## config.mk

```make
export PLATFORM = sky130hd
export DESIGN_NAME = jtbubl_sndmix
export DESIGN_NICKNAME = d
export VERILOG_FILES = /design/src/rtl/jtbubl_sndmix.sv
export SDC_FILE = /design/constraint.sdc
export NUM_CORES = 1
export LEC_CHECK = 0
export CORE_MARGIN = 5
export CORE_UTILIZATION = 40
export DETAILED_ROUTE_END_ITERATION = 8
export MAX_ROUTING_LAYER = met4
export PLACE_DENSITY = 0.61
export SLEW_MARGIN = 20
export SYNTH_ARGS = -nofsm -noshare
export SYNTH_HDL_FRONTEND = slang
export SYNTH_SLANG_ARGS = --single-unit
```

## constraint.sdc

```tcl
create_clock -name clk -period 6.2 [get_ports clk]
set_clock_uncertainty 0.1 [all_clocks]
set_input_delay 1.24 -clock clk [delete_from_list [all_inputs] [get_ports clk]]
set_output_delay 1.24 -clock clk [all_outputs]
set_load 0.05 [all_outputs]
```

## src/rtl/jtbubl_sndmix.sv

```systemverilog
// rtl/jtbubl_sndmix.sv - stereo-to-mono mixer with ramped gain, mute fade, saturation and clip counter
module jtbubl_sndmix #(
    parameter int         RAMP_STEP = 1,
    parameter logic [7:0] UNITY     = 8'h40
) (
    input  logic              clk,
    input  logic              rst_n,
    input  logic              sample_in,
    input  logic signed [15:0] left,
    input  logic signed [15:0] right,
    input  logic [1:0]        fxlevel,
    input  logic              mute,
    input  logic              clr_clip,
    output logic signed [15:0] snd,
    output logic              sample_out,
    output logic [7:0]        clip_cnt
);

    localparam logic [7:0]         STEP    = 8'(RAMP_STEP);
    localparam logic signed [18:0] POS_MAX = 19'sd32767;
    localparam logic signed [18:0] NEG_MIN = -19'sd32768;

    logic [7:0]         cur_gain;
    logic [7:0]         target;
    logic [7:0]         diff;
    logic [7:0]         step;
    logic [7:0]         next_gain;

    logic               v1, v2;
    logic signed [16:0] sum1;
    logic [7:0]         g1;
    logic signed [25:0] prod2;
    logic signed [18:0] m;
    logic               clip_pos, clip_neg, clip;

    // UNITY only names the Q2.6 scale; the table below is fixed in absolute codes
    always_comb begin
        target = 8'h00;
        if (!mute) begin
            case (fxlevel)
                2'd0:    target = 8'h20;
                2'd1:    target = 8'h40;
                2'd2:    target = 8'h60;
                default: target = 8'h80;
            endcase
        end
    end

    always_comb begin
        diff      = 8'h00;
        step      = 8'h00;
        next_gain = cur_gain;
        if (cur_gain < target) begin
            diff      = target - cur_gain;
            step      = (diff < STEP) ? diff : STEP;
            next_gain = cur_gain + step;
        end else if (cur_gain > target) begin
            diff      = cur_gain - target;
            step      = (diff < STEP) ? diff : STEP;
            next_gain = cur_gain - step;
        end
    end

    always_ff @(posedge clk or negedge rst_n) begin
        if (!rst_n) begin
            cur_gain <= 8'h00;
        end else if (sample_in) begin
            cur_gain <= next_gain;
        end
    end

    // S1: sum and the gain in force before this sample's ramp step
    always_ff @(posedge clk or negedge rst_n) begin
        if (!rst_n) begin
            v1   <= 1'b0;
            sum1 <= '0;
            g1   <= 8'h00;
        end else begin
            v1 <= sample_in;
            if (sample_in) begin
                sum1 <= 17'(left) + 17'(right);
                g1   <= cur_gain;
            end
        end
    end

    // S2: sum x gain; gain is zero-extended so it stays non-negative
    always_ff @(posedge clk or negedge rst_n) begin
        if (!rst_n) begin
            v2    <= 1'b0;
            prod2 <= '0;
        end else begin
            v2 <= v1;
            if (v1) begin
                prod2 <= sum1 * $signed({1'b0, g1});
            end
        end
    end

    // >>>7 folds the /2 average and the /64 gain scale into one shift
    assign m        = prod2[25:7];
    assign clip_pos = (m > POS_MAX);
    assign clip_neg = (m < NEG_MIN);
    assign clip     = v2 && (clip_pos || clip_neg);

    always_ff @(posedge clk or negedge rst_n) begin
        if (!rst_n) begin
            snd        <= '0;
            sample_out <= 1'b0;
        end else begin
            sample_out <= v2;
            if (v2) begin
                if (clip_pos) begin
                    snd <= 16'sh7FFF;
                end else if (clip_neg) begin
                    snd <= -16'sh8000;
                end else begin
                    snd <= m[15:0];
                end
            end
        end
    end

    // a clear coinciding with a clip still records that clip
    always_ff @(posedge clk or negedge rst_n) begin
        if (!rst_n) begin
            clip_cnt <= 8'h00;
        end else if (clr_clip) begin
            clip_cnt <= clip ? 8'h01 : 8'h00;
        end else if (clip && clip_cnt != 8'hFF) begin
            clip_cnt <= clip_cnt + 8'h01;
        end
    end

endmodule

```

# --- Word level (Yosys, flattened, before mapping) ---
# Index checks and enable logic that the tools add are counted.
classes:
  n_addsub: 6
  n_mul: 1
  order_cmp: 6
  n_eq_ne: 3
  mux: 11
  reduce_logical: 7
ops:
  columns: ["operator", "count"]
  rows:
  - ["2-to-1 mux 8 bit", 7]
  - ["2-to-1 mux 16 bit", 2]
  - ["multiplier 17 x 9 -> 26 bit", 1]
  - ["one-hot mux 8 bit (3 select lines)", 1]
  - ["subtractor 8 bit", 3]
  - ["> comparator 19 x 16 -> 1 bit (second input constant)", 1]
  - ["< comparator 19 x 16 -> 1 bit (second input constant)", 1]
  - ["adder 16 x 16 -> 17 bit", 1]
  - ["< comparator 8 x 1 -> 1 bit (second input constant)", 2]
  - ["adder 8 x 1 -> 8 bit (second input constant)", 1]
  - ["adder 8 bit", 1]
  - ["> comparator 8 bit", 1]
  - ["< comparator 8 bit", 1]
  - ["!= test 8 bit (second input constant)", 1]
  - ["nonzero test 2 bit", 2]
  - ["== test 2 x 1 -> 1 bit (second input constant)", 1]
  - ["== test 2 bit (second input constant)", 1]
  - ["logical AND 1 bit", 2]
  - ["zero test 2 bit", 1]
  - ["AND reduction 2 bit", 1]
  - ["logical OR 1 bit", 1]
  - ["2-to-1 mux 1 bit", 1]
word_totals:
  register_bits: 86
  input_bits: 39
  out_inout_bits: 25
  wordCells: 43

# --- Depth between registers and ports, before layout ---
logic_depth:
  word_depth: 9
  ltp_mapped: 20
  ltp_nobuf: 20

# --- Least setup slack after synthesis ---
# Ideal clock, no wire load.
synth_path:
  kind: "input-to-reg"
  start: "in fxlevel[0]"
  end: "reg cur_gain[7]"
  setup_ns: 0.131
  arrival_time_ns: 5.043
  t_required_ns: 5.969
  path_slack_ns: 0.926
  stages: 20
  n_path_buf: 0
  path_cell_list: "inv_1 -> ha_1 -> nand2b_1 -> inv_1 -> ha_1 -> nor4b_1 -> a221o_1 -> xor2_1 -> or4_1 -> inv_1 -> nand2_1 -> ha_1 -> a22oi_1 -> ha_1 -> nor2b_1 -> o2111ai_1 -> a31oi_1 -> and3_1 -> a221oi_1 -> nand3_1"
synth_between:
  elab_chain_len: 9
  elab_cells_between_ends: 19
  classes_between: "add/sub (4); order compare (4); eq/ne (2); mux (6); reduce/logical (3)"
synth_lines:
  columns: ["element", "line", "rtl"]
  rows:
  - ["from (decl)", "11", "input logic [1:0] fxlevel,"]
  - ["== test 2 bit (tied with other cells)", "40", "case (fxlevel)"]
  - ["one-hot mux 8 bit (3 select lines) *", "40", null]
  - ["2-to-1 mux 8 bit *", "39", "if (!mute) begin"]
  - ["subtractor 8 bit", "58", "diff = cur_gain - target;"]
  - ["< comparator 8 x 1 -> 1 bit", "59", "step = (diff < STEP) ? diff : STEP;"]
  - ["2-to-1 mux 8 bit", "59", null]
  - ["subtractor 8 bit", "60", "next_gain = cur_gain - step;"]
  - ["2-to-1 mux 8 bit", "57", "end else if (cur_gain > target) begin"]
  - ["2-to-1 mux 8 bit", "53", "if (cur_gain < target) begin"]
  - ["to (signal assigned)", "68", "cur_gain <= next_gain;"]
  - ["to (decl)", "23", "logic [7:0] cur_gain;"]
# Mark *: on every way between the ends. The rest lies on a longest branch, timed or not. The select of a mux whose other input is x is not followed.
# A chain may end at the register's enable or synchronous reset.

# --- Final worst setup path ---
# Same ends and word-level chain as after synthesis.

==> impl_metrics.csv <==
group,metric,value,unit
status,status,"completed",
placed_design,port-buffer-count,63,
worst_setup_path,cp_num_buf_inv,4,
route,drtPass1Iterations,4,
placed_design,gp_congestion,0.845,
yosys,ys_seq_area_frac,0.211,
timing,drv_slew,0,
cells_and_area,final_nets,1292,
global_route,first_global_vias,6891,
yosys,synth.largest_area_cell,"fa_1",
clock_tree,cts-root-buf,"clkbuf_16",
cells_and_area,fillers,2330,
cells_and_area,antenna_cells,0,
global_route,top_usage_layer,"met2",
worst_setup_path,worstPathMaxFanout,6,
min_path,min_path_type,"reg -> reg",
clock_tree,cts-buffers-inserted,9,
yosys,synth_area_per_cell,9.24,um^2
worst_setup_path,worstPathArrival,5.84,ns
yosys,syn_area,9370,um^2
floorplanning,io_pins,64,
route,wl_per_cell,13.2,um
cells_and_area,drive_above_1_share,0.0572,
floorplanning,core,23300,um^2
flow_run,cap_violations,0,
route,drtIter0Drc,136,
yosys,synth_nets,1245,
route,drt-total-wl,18300,um
route,vias,6704,
timing,min_period,5.72,ns
timing,max_freq,175,MHz
clock_tree,insertion_delay,0.35,ns
worst_setup_path,critical_path.cell_chain,"clkdlybuf4s50_1, inv_1, ha_1, nand2b_1, inv_1, ha_1, nor4b_1, a221o_1, xor2_1, or4_1, inv_1, nand2_1, ha_1, a22oi_2, ha_1, nor2b_1, o2111ai_1, a31oi_2, and3_1, a221oi_1, nand3_1",
yosys,synth_edf_count,0,
timing,fin_tns_setup,0,ns
global_route,grt_use_total,0.152,
worst_setup_path,required,6.32,ns
clock_tree,clkTransAtPathRegs,0.07,ns
global_route,grt_overflow,0,
worst_setup_path,cp_top_family,"simple AND/OR/NAND/NOR gates",
yosys,synth_area_leaders,"fa_1 23%, dfrtp_1 21%, ha_1 11%",
floorplanning,dieArea,26600,um^2
floorplanning,start_util,0.403,
timing,worstMarginPinSlew,1.06,ns
global_route,gr-usage-met3,0.0209,
yosys,synthCells,1014,
route,via_per_inst,4.84,
global_route,grtUsageMet1,0.220,
placed_design,placedCellCount,1369,
global_route,grt_pass1_wl,32900,um
yosys,synth_warnings,0,
timing,rsz0062_at_grt,"no",
cells_and_area,stdcell_count,1385,
global_route,use_met2,0.226,
worst_setup_path,crit_type,"in -> reg",
yosys,ys.flop_type,"dfrtp_1",
yosys,async_flop_share,1.00,
route,ant_nets,0,
route,route.detailed.drc,0,
floorplanning,rows,56,
placed_design,hpwl,14800,um
worst_setup_path,cp_slowest_cell,"clkdlybuf4s50_1",
timing,max_slew_margin,0.290,
cells_and_area,area_delta_synth_final,14.0,%
yosys,yosys.area.top_type_share,0.235,
clock_tree,cts_tree,"yes",
yosys,synth_cell_types,65,
worst_setup_path,slowest_delay,0.48,ns
clock_tree,post_cts_buffers,0,
clock_tree,cts.sinks,79,
worst_setup_path,critPathCaptureType,"flop",
timing,period_share,0.923,
floorplanning,die_w,163,um
global_route,antenna_found_initial,0,
clock_tree,hold_buffers,0,
yosys,synth_seq_cells,79,
worst_setup_path,cp_common_cell,"ha_1",
global_route,grt_max_degree,80,
timing,hold_viol_final,0,
worst_setup_path,start_kind,"input port",
timing,finalSetupViolCount,0,
floorplanning,die_y,163,um
clock_tree,clock_path_buffers,2,
clock_tree,cts_max_level,3,
clock_tree,cts_resized,0,
-- worst paths after layout --
kind / from / to / slack (ns) / depth (start not counted)
hold / removal: prod2[15]$_DFFE_PN0P_ / prod2[15]$_DFFE_PN0P_ / 0.38 / 2
hold reg to reg: prod2[15]$_DFFE_PN0P_ / prod2[15]$_DFFE_PN0P_ / 0.38 / 2
setup / recovery: fxlevel[0] / cur_gain[7]$_DFFE_PN0P_ / 0.48 / 21
max in group asynchronous: rst_n / sum1[13]$_DFFE_PN0P_ / 4.68 / 1
setup reg to reg: g1[2]$_DFFE_PN0P_ / prod2[23]$_DFFE_PN0P_ / 0.94 / 15
min in group asynchronous: rst_n / sample_out$_DFF_PN0_ / 0.83 / 1
-- sequential cells by signal, summed over array words and instances, names as in the netlist --
| register | count |
|---|---|
| snd | 16 |
| prod2 | 19 |
| g1 | 8 |
| sample_out | 1 |
| cur_gain | 8 |
| sum1 | 17 |
| v1 | 1 |
| v2 | 1 |
| clip_cnt | 8 |
-- placed cells by master (no fill, tap or decap), drive strengths merged, types with 29 or more instances in the layout --
cell,count
nand2,81
inv,194
ha,82
and2,83
a21oi,32
nor2,49
mux2,29
clkdlybuf4s50,62
fa,110
dfrtp,79
-- worst min-delay path, cell delays in order (launching register included) --
cell and delay, ns:
dfrtp_1 0.34, nand2_1 0.06, o41ai_1 0.05
-- final cells by class --
cell class                      count  area (um^2)  area share
Tap cell                          319          399      0.0374
Sequential cell                    79         1980       0.185
Timing Repair Buffer               65          647      0.0605
Multi-Input combinational cell    716         6590       0.617
Clock buffer                        9          225      0.0211
Clock inverter                      7          135      0.0126
Inverter                          190          713      0.0668
-- layer usage --
layer | vias up | part of all wire
li1 | 3409 | -
met1 | 3179 | 0.53
met2 | 99 | 0.43
met3 | 17 | 0.035
met4 | 0 | 0.013
met5 | - | 0
-- kinds of logic (layout without fill, tap and decap cells) --
family	count (synthesis)	count (layout)	share of synthesized area
AND/OR/NAND/NOR	305	305	0.170
buffers and inverters	219	271	0.0881
adder cells (fa/ha/maj)	192	192	0.344
AO/OA/AOI/OAI	151	151	0.115
flip-flops	79	79	0.211
multiplexers	35	35	0.0412
XOR/XNOR	33	33	0.0308
-- synth_stat cells (all sizes together), types with 5 or more instances --
master     n
o211ai     6
a21oi     32
o21ai     22
nor2b     10
nand3     12
o2111ai    5
nor3b      6
nor2      49
nand2b    10
inv      190
nor3      18
xor2      12
ha        82
o22ai     16
and2      83
xnor2     21
nand2     81
o31ai      7
a21o      15
o21a       5
dfrtp     79
mux2      29
mux2i      6
fa       110
nand4      9
clkbuf    25
-- through the flow --
step	cell area, um^2	hold WS, ns	worst slack (ns)	util
detailed placement	10300	0.366	0.0168	0.443
global route	10700	0.407	0.104	0.459
finish	10700	0.382	0.479	0.459
floorplan	9370	0.252	0.926	-
global placement	10300	0.369	0.194	0.443
CTS	10700	0.385	0.374	0.458
Power is not shown: default switching activity piles up to over one toggle a cycle in this logic, so the estimate is an artifact.
